[src/rtl/riscv_pkg.sv]
// Shared types and constants for the memory arbiter.
package riscv_pkg;

    typedef enum logic [1:0] {
        IDLE,
        BUSY_I,
        BUSY_D
    } arb_state_e;

    // Read data returned to a requester whose access timed out.
    localparam logic [31:0] ARB_ERR_RDATA = 32'hDEADBEEF;

endpackage

[src/rtl/mem_arbiter.sv]
// Two-requester arbiter (fetch I, data D) for one shared single-port memory.
// D has priority; I is granted after STARVE_MAX consecutive D grants while I waits.
module mem_arbiter
    import riscv_pkg::*;
#(
    parameter int unsigned STARVE_MAX = 4,
    parameter int unsigned TIMEOUT    = 16
) (
    input  logic        clk,
    input  logic        rst,

    input  logic        i_req,
    input  logic [31:0] i_addr,
    output logic [31:0] i_rdata,
    output logic        i_valid,

    input  logic        d_req,
    input  logic        d_we,
    input  logic [31:0] d_addr,
    input  logic [31:0] d_wdata,
    output logic [31:0] d_rdata,
    output logic        d_valid,

    output logic        mem_req,
    output logic        mem_we,
    output logic [31:0] mem_addr,
    output logic [31:0] mem_wdata,
    input  logic [31:0] mem_rdata,
    input  logic        mem_ack,

    output logic        stall_if,
    output logic        stall_mem,
    output logic        err
);

    localparam int unsigned WaitW = (TIMEOUT > 1) ? $clog2(TIMEOUT) : 1;
    localparam logic [2:0] StarveMax = 3'(STARVE_MAX);
    localparam logic [WaitW-1:0] WaitLast = WaitW'(TIMEOUT - 1);

    arb_state_e       r_state;
    arb_state_e       w_state_next;
    logic [2:0]       r_starve;
    logic [WaitW-1:0] r_wait;
    logic             r_mem_req;
    logic             r_mem_we;
    logic [31:0]      r_mem_addr;
    logic [31:0]      r_mem_wdata;
    logic [31:0]      r_i_rdata;
    logic [31:0]      r_d_rdata;
    logic             r_i_valid;
    logic             r_d_valid;
    logic             r_err;

    logic w_grant_i;
    logic w_grant_d;
    logic w_done;
    logic w_timeout;

    always_comb begin
        w_state_next = r_state;
        w_grant_i    = 1'b0;
        w_grant_d    = 1'b0;
        w_done       = 1'b0;
        w_timeout    = 1'b0;
        case (r_state)
            IDLE: begin
                if (d_req && !(i_req && (r_starve == StarveMax))) begin
                    w_grant_d    = 1'b1;
                    w_state_next = BUSY_D;
                end else if (i_req) begin
                    w_grant_i    = 1'b1;
                    w_state_next = BUSY_I;
                end
            end
            BUSY_I, BUSY_D: begin
                // An ack arriving on the last allowed cycle still completes normally.
                if (mem_ack) begin
                    w_done       = 1'b1;
                    w_state_next = IDLE;
                end else if (r_wait == WaitLast) begin
                    w_timeout    = 1'b1;
                    w_state_next = IDLE;
                end
            end
            default: w_state_next = IDLE;
        endcase
    end

    always_ff @(posedge clk) begin
        if (!rst) begin
            r_state     <= IDLE;
            r_starve    <= '0;
            r_wait      <= '0;
            r_mem_req   <= 1'b0;
            r_mem_we    <= 1'b0;
            r_mem_addr  <= '0;
            r_mem_wdata <= '0;
            r_i_rdata   <= '0;
            r_d_rdata   <= '0;
            r_i_valid   <= 1'b0;
            r_d_valid   <= 1'b0;
            r_err       <= 1'b0;
        end else begin
            r_state   <= w_state_next;
            r_i_valid <= 1'b0;
            r_d_valid <= 1'b0;

            if (r_state == IDLE) begin
                if (!i_req || w_grant_i) begin
                    r_starve <= '0;
                end else if (w_grant_d && (r_starve != StarveMax)) begin
                    r_starve <= r_starve + 1'b1;
                end
            end

            if (w_grant_i || w_grant_d) begin
                r_mem_req  <= 1'b1;
                r_mem_we   <= w_grant_d & d_we;
                r_mem_addr <= w_grant_d ? d_addr : i_addr;
                r_wait     <= '0;
            end
            if (w_grant_d) begin
                r_mem_wdata <= d_wdata;
            end

            if ((r_state != IDLE) && !w_done && !w_timeout) begin
                r_wait <= r_wait + 1'b1;
            end

            if (w_done || w_timeout) begin
                r_mem_req <= 1'b0;
                r_mem_we  <= 1'b0;
                if (r_state == BUSY_I) begin
                    r_i_valid <= 1'b1;
                end else begin
                    r_d_valid <= 1'b1;
                end
            end

            // Writes complete without touching the held read data.
            if (w_done) begin
                if (r_state == BUSY_I) begin
                    r_i_rdata <= mem_rdata;
                end else if (!r_mem_we) begin
                    r_d_rdata <= mem_rdata;
                end
            end

            if (w_timeout) begin
                r_err <= 1'b1;
                if (r_state == BUSY_I) begin
                    r_i_rdata <= ARB_ERR_RDATA;
                end else begin
                    r_d_rdata <= ARB_ERR_RDATA;
                end
            end
        end
    end

    always_comb begin
        mem_req   = r_mem_req;
        mem_we    = r_mem_we;
        mem_addr  = r_mem_addr;
        mem_wdata = r_mem_wdata;
        i_rdata   = r_i_rdata;
        i_valid   = r_i_valid;
        d_rdata   = r_d_rdata;
        d_valid   = r_d_valid;
        err       = r_err;
        stall_if  = i_req & ~r_i_valid;
        stall_mem = d_req & ~r_d_valid;
    end

endmodule

[config.mk]
export PLATFORM = sky130hd
export DESIGN_NAME = mem_arbiter
export DESIGN_NICKNAME = d
export VERILOG_FILES = /design/src/rtl/riscv_pkg.sv /design/src/rtl/mem_arbiter.sv
export SDC_FILE = /design/constraint.sdc
export NUM_CORES = 1
export LEC_CHECK = 0
export BUFFER_PORTS_ARGS = -buffer_cell sky130_fd_sc_hd__buf_2
export CAP_MARGIN = 15
export CORE_MARGIN = 1.5
export CORE_UTILIZATION = 40
export DETAILED_ROUTE_END_ITERATION = 16
export PLACE_DENSITY = 0.74
export SLEW_MARGIN = 25
export SYNTH_ARGS = -nofsm -noshare
export SYNTH_HDL_FRONTEND = slang
export SYNTH_SLANG_ARGS = --single-unit
[constraint.sdc]
create_clock -name clk -period 2.1 [get_ports clk]
set_input_delay 0.315 -clock clk [delete_from_list [all_inputs] [get_ports clk]]
set_output_delay 0.315 -clock clk [all_outputs]
set_load 0.01 [all_outputs]
## After elaboration in Yosys (flattened, before gate mapping)

Index checks and enable logic that the tools add are counted.

| operators by class | value |
|---|---|
| add/sub/neg operators | 2 |
| equal/unequal tests | 7 |
| multiplexer cells | 31 |
| reduce and logical (&&, ||, !) cells | 21 |
| bitwise logic cells | 6 |

Operators with widths:

| kind | number |
|---|---|
| 32-bit 2-to-1 mux | 10 |
| 1-bit 2-to-1 mux | 12 |
| 3-bit inequality test (second input constant) | 3 |
| 2-bit 2-to-1 mux | 4 |
| 4-bit 2-to-1 mux | 2 |
| 3-bit 2-to-1 mux | 2 |
| 2-bit AND reduction | 3 |
| 2-bit nonzero test | 3 |
| 1-bit logical AND | 5 |
| 4-bit by 1-bit adder with 4-bit output (second input constant) | 1 |
| 4-bit equality test (second input constant) | 1 |
| 1-bit logical NOT | 4 |
| 2-bit one-hot mux with 2 select lines | 1 |
| 2-bit OR reduction | 2 |
| 3-bit by 1-bit adder with 3-bit output (second input constant) | 1 |
| 1-bit AND | 3 |
| 3-bit equality test (second input constant) | 1 |
| 1-bit logical OR | 3 |
| 1-bit inverter | 3 |
| 2-bit by 1-bit equality test with 1-bit output (second input constant) | 1 |
| 2-bit equality test (second input constant) | 1 |
| 2-bit logical NOT | 1 |

| word-level totals | value |
|---|---|
| bits of input ports | 134 |
| logic and storage cells | 79 |
| flip-flop bits (word level) | 142 |
| output and inout bits | 135 |

## Longest topological paths before layout

| depth | value |
|---|---|
| word-level depth | 9 |
| mapped depth | 7 |
| mapped depth without buffers | 5 |

## Least setup slack after synthesis

No wires, ideal clock.

| path | value |
|---|---|
| path kind | register to register |
| start | register r_state[0] |
| end | register r_d_rdata[14], in the netlist d_rdata[14] |
| data arrival time | 1514 ps |
| slack | 440 ps |
| path buffers | 0 |
| period minus slack after synthesis | 1660 ps |
| library setup time | 146 ps |
| cell stages (with the launch flop) | 6 |
| required time | 1954 ps |
| path through | dfxtp_1 -> inv_1 -> ha_1 -> nand4_1 -> o31ai_1 -> nor2_1 |

| on the way | value |
|---|---|
| cells in the longest elaborated chain, start to end | 6 |
| elaborated cells on any way between the ends | 9 |
| those cells by class | 2 x eq/ne; 6 x mux; 1 x reduce/logical |

RTL lines:

| item | RTL line | RTL |
|---|---|---|
| start, declared | mem_arbiter.sv:40 | `arb_state_e r_state;` |
| start signal, assigned | mem_arbiter.sv:104 | `r_state <= w_state_next;` |
| 2-bit by 1-bit equality test with 1-bit output or 2-bit equality test (tied branches) | mem_arbiter.sv:65, mem_arbiter.sv:142, mem_arbiter.sv:151 |  |
| 2-bit OR reduction | mem_arbiter.sv:65 | `case (r_state)` |
| 1-bit 2-to-1 mux | mem_arbiter.sv:65 |  |
| 32-bit 2-to-1 mux | mem_arbiter.sv:141 | `if (w_done) begin` |
| 32-bit 2-to-1 mux | mem_arbiter.sv:151 | `if (r_state == BUSY_I) begin` |
| 32-bit 2-to-1 mux (*) | mem_arbiter.sv:149 | `if (w_timeout) begin` |
| end signal, assigned | mem_arbiter.sv:145 | `r_d_rdata <= mem_rdata;` |
| end, declared | mem_arbiter.sv:49 | `logic [31:0] r_d_rdata;` |

Every way passes the cells marked *; elsewhere a longest branch is shown, timed or not.
A chain may end at the register's enable or synchronous reset.

## Worst setup path after layout

| path | value |
|---|---|
| start | register r_state[0] |
| end | register r_d_rdata[15], in the netlist d_rdata[15] |

The elaborated chain is that of the path after synthesis.

==> flow_summary.ini <==
[power_and_ir_drop]
seqPwrFrac = 0.413
max-vdd-ir-drop_mv = 0.573
switchingPower_uw = 1990
p_leak_uw = 0.00344
swShare = 0.270
p_comb_frac = 0.178
p_int_uw = 5380
pwr_density_cell_mw_per_mm2 = 956
p_clk_frac = 0.409

[routing]
drt_pass1_iterations = 4
post-route-drc-count = 0
routed_wl_um = 15600
drt_iter0_drc = 327
num_vias = 5395
ant_nets = 0
via_per_inst = 5.18
top_layer_used = met4
wl_met2_um = 7340
wl_met1_um = 6820
wl_met3_um = 1060
wl_per_cell_um = 15.0

[synthesis]
ys_ff_latch = 142
yosys_warnings = 0
async_flop_share = 0
synth-edff-count = 0
netlist_area_sq_mm = 0.00563
avgSynthCellArea_sq_um = 9.41
ys_seq_area_frac = 0.505
synth_cell_types = 45
postSynthNetCount = 737
synth_cells = 598
synth_ff_type = dfxtp_1

[grt]
grt_antenna_before_repair = 1
first_global_vias = 4978
grt_pass1_wl_um = 24400
grt_overflow = 0
grt_max_degree = 87
grt_usage = 0.206

[worst_setup_path]
cp_cell_sequence = inv_1, ha_1, and4bb_2, buf_12, mux2i_1, a21oi_1
end_kind = register
crit_arrival_ns = 2.08
crit_buf_inv = 2
crit_family = adder cells
path_max_fanout = 32
critPathKind = register to register
crit_path_top_delay_cell = ha_1
cp-start-kind = register
cpPeakStageDelay_ns = 0.39
required_ns = 2.39

[clock_tree]
cts_buffer_depth = 2
clkTransAtPathRegs_ns = 0.06
cts_tree = built
ctsRootBufferMaster = clkbuf_16
htreeDepth = 4
numCtsBuffers = 17
clock_latency_ns = 0.41
post-cts-setup-buffer-count = 0
numClockSinks = 142

[timing]
fmax_mhz = 557
grt_setup_unrepaired = no
relSlewSlack = 0.610
finClkSkew_ns = 0.00781
finalHoldViolCount = 0
drv_slew = 0
post-route-min-period_ns = 1.79
fin_crit_sh = 0.854
worst_slack_ns = 0.306
worst_pin_slew_ns = 0.580
setup_violations = 0
fin_tns_setup_ns = 0

[run_status]
status = completed

[floorplanning]
rows = 43
num_io_pins = 269
die_x_um = 122
initial_utilization = 0.407
die_y_um = 122
core-area_sq_mm = 0.0138
die_area_sq_mm = 0.0148

[layout]
multiInputGateArea_sq_mm = 0.00249
drive_above_1_share = 0.414
fill_cells = 1273
syn_to_final_growth_pct = 37.1
nNetsFinal = 986
layout.cells.non_filler = 1041
regArea_sq_mm = 0.00284

[placement]
dp_cells = 1008
dpl.hpwl_um = 10500
io_buffers = 268
place.gp.congestion = 0.767
dpl_worst_slack_ns = 0.173

[job]
max_cap_violations = 0

[worst_hold_path]
hold_class = primary input to register
[flip-flops by register name, summed over array words and instances (netlist names)]
name,flops
d_rdata,32
d_valid,1
err,1
i_rdata,32
i_valid,1
mem_addr,32
mem_req,1
mem_wdata,32
mem_we,1
r_starve,3
r_state,2
r_wait,4
[worst paths after layout]
path	startpoint	slack (ns)	end	cells past startpoint
worst max-delay path	r_state[0]$_SDFFE_PN0P_	0.31	d_rdata[15]$_SDFF_PN0_	6
worst max register to register	r_state[0]$_SDFFE_PN0P_	0.31	d_rdata[15]$_SDFF_PN0_	6
worst min register to register	i_rdata[17]$_SDFF_PN0_	0.45	i_rdata[17]$_SDFF_PN0_	2
worst min-delay path	d_wdata[4]	0.15	mem_wdata[4]$_SDFFE_PN0N_	3
[timing repair]
item                       CTS  global route
resized for setup            0             1
hold buffers                 0             0
setup endpoints to repair    0             1
[worst min-delay path, stage by stage]
cell and delay (ns):
buf_2 0.09, nand3_1 0.05, a21oi_1 0.05
[per-layer routing]
| layer | GRT usage | vias up |
|---|---|---|
| li1 | - | 2670 |
| met1 | 0.253 | 2508 |
| met2 | 0.333 | 192 |
| met3 | 0.0646 | 25 |
| met4 | 0.0919 | 0 |
| met5 | 0 | - |
[cells in the final DEF, fill, tap and decap left out, types with 2 or more instances in the layout]
cell type	instances
o31ai_1	3
ha_1	5
a31oi_1	26
nand2_1	71
nand3b_1	2
clkbuf_16	17
dfxtp_1	142
buf_4	13
clkbuf_8	3
nor2b_1	2
inv_1	7
clkinv_2	2
and3_2	2
o221a_1	2
nand3_2	2
nand2b_1	2
mux2i_1	34
clkinvlp_4	4
nand3_1	38
clkinv_4	3
o21a_1	33
buf_2	268
a21oi_1	68
o21ai_0	35
bufinv_16	2
nor4_1	2
o221a_2	30
buf_12	4
nand4_1	2
o211ai_1	3
or3b_2	2
nor2_1	13
[stage by stage]
step | hold slack, ns | area, sq um | utilization | total power (uW)
after global routing | 0.136 | 7710 | 0.558 | 7720
final | 0.146 | 7710 | 0.558 | 7370
after CTS | 0.130 | 7710 | 0.558 | 7450
after floorplan | 0.435 | 5630 | - | 3890
after detailed placement | 0.445 | 7110 | 0.514 | 4420
after global placement | 0.442 | 7110 | 0.514 | 4390
[cell type report]
| cell class | count | share of cell area |
|---|---|---|
| Antenna cell | 1 | 0.000324 |
| Clock inverter | 12 | 0.0175 |
| Sequential cell | 142 | 0.369 |
| Tap cell | 180 | 0.0292 |
| Multi-Input combinational cell | 393 | 0.323 |
| Timing Repair Buffer | 285 | 0.197 |
| Clock buffer | 20 | 0.0605 |
| Inverter | 8 | 0.00389 |
[kinds of logic (layout without fill, tap and decap cells)]
| group | Yosys count | count (layout) | synth area share |
|---|---|---|---|
| and+or+nand+nor | 147 | 147 | 0.124 |
| buffers and inverters | 63 | 325 | 0.0520 |
| AOI/OAI and AO/OA | 207 | 207 | 0.247 |
| DFF | 142 | 142 | 0.505 |
| adders and majority gates | 5 | 5 | 0.0111 |
| muxes | 34 | 34 | 0.0605 |
| other | 0 | 1 | 0 |
[synthesized netlist by cell type (all sizes together) (5+ instances only)]
| library cell | count | area, sq um |
|---|---|---|
| clkbuf | 27 | 101 |
| nand2 | 71 | 267 |
| inv | 8 | 30.0 |
| o221a | 32 | 360 |
| a31oi | 26 | 163 |
| o21ai | 35 | 175 |
| nor2 | 13 | 48.8 |
| buf | 28 | 161 |
| a21oi | 68 | 340 |
| dfxtp | 142 | 2840 |
| nand3 | 40 | 210 |
| ha | 5 | 62.6 |
| o21a | 33 | 248 |
| mux2i | 34 | 340 |
[power by group through the flow]
stage,combinational (uW),sequential [uW],clock [uW]
after floorplan,689,3200,0
after global placement,1300,3090,0
after detailed placement,1320,3100,0
after CTS,1320,3040,3080
after global routing,1440,3070,3220
final,1310,3040,3020
Note: power is estimated with default switching activity, not from simulation.
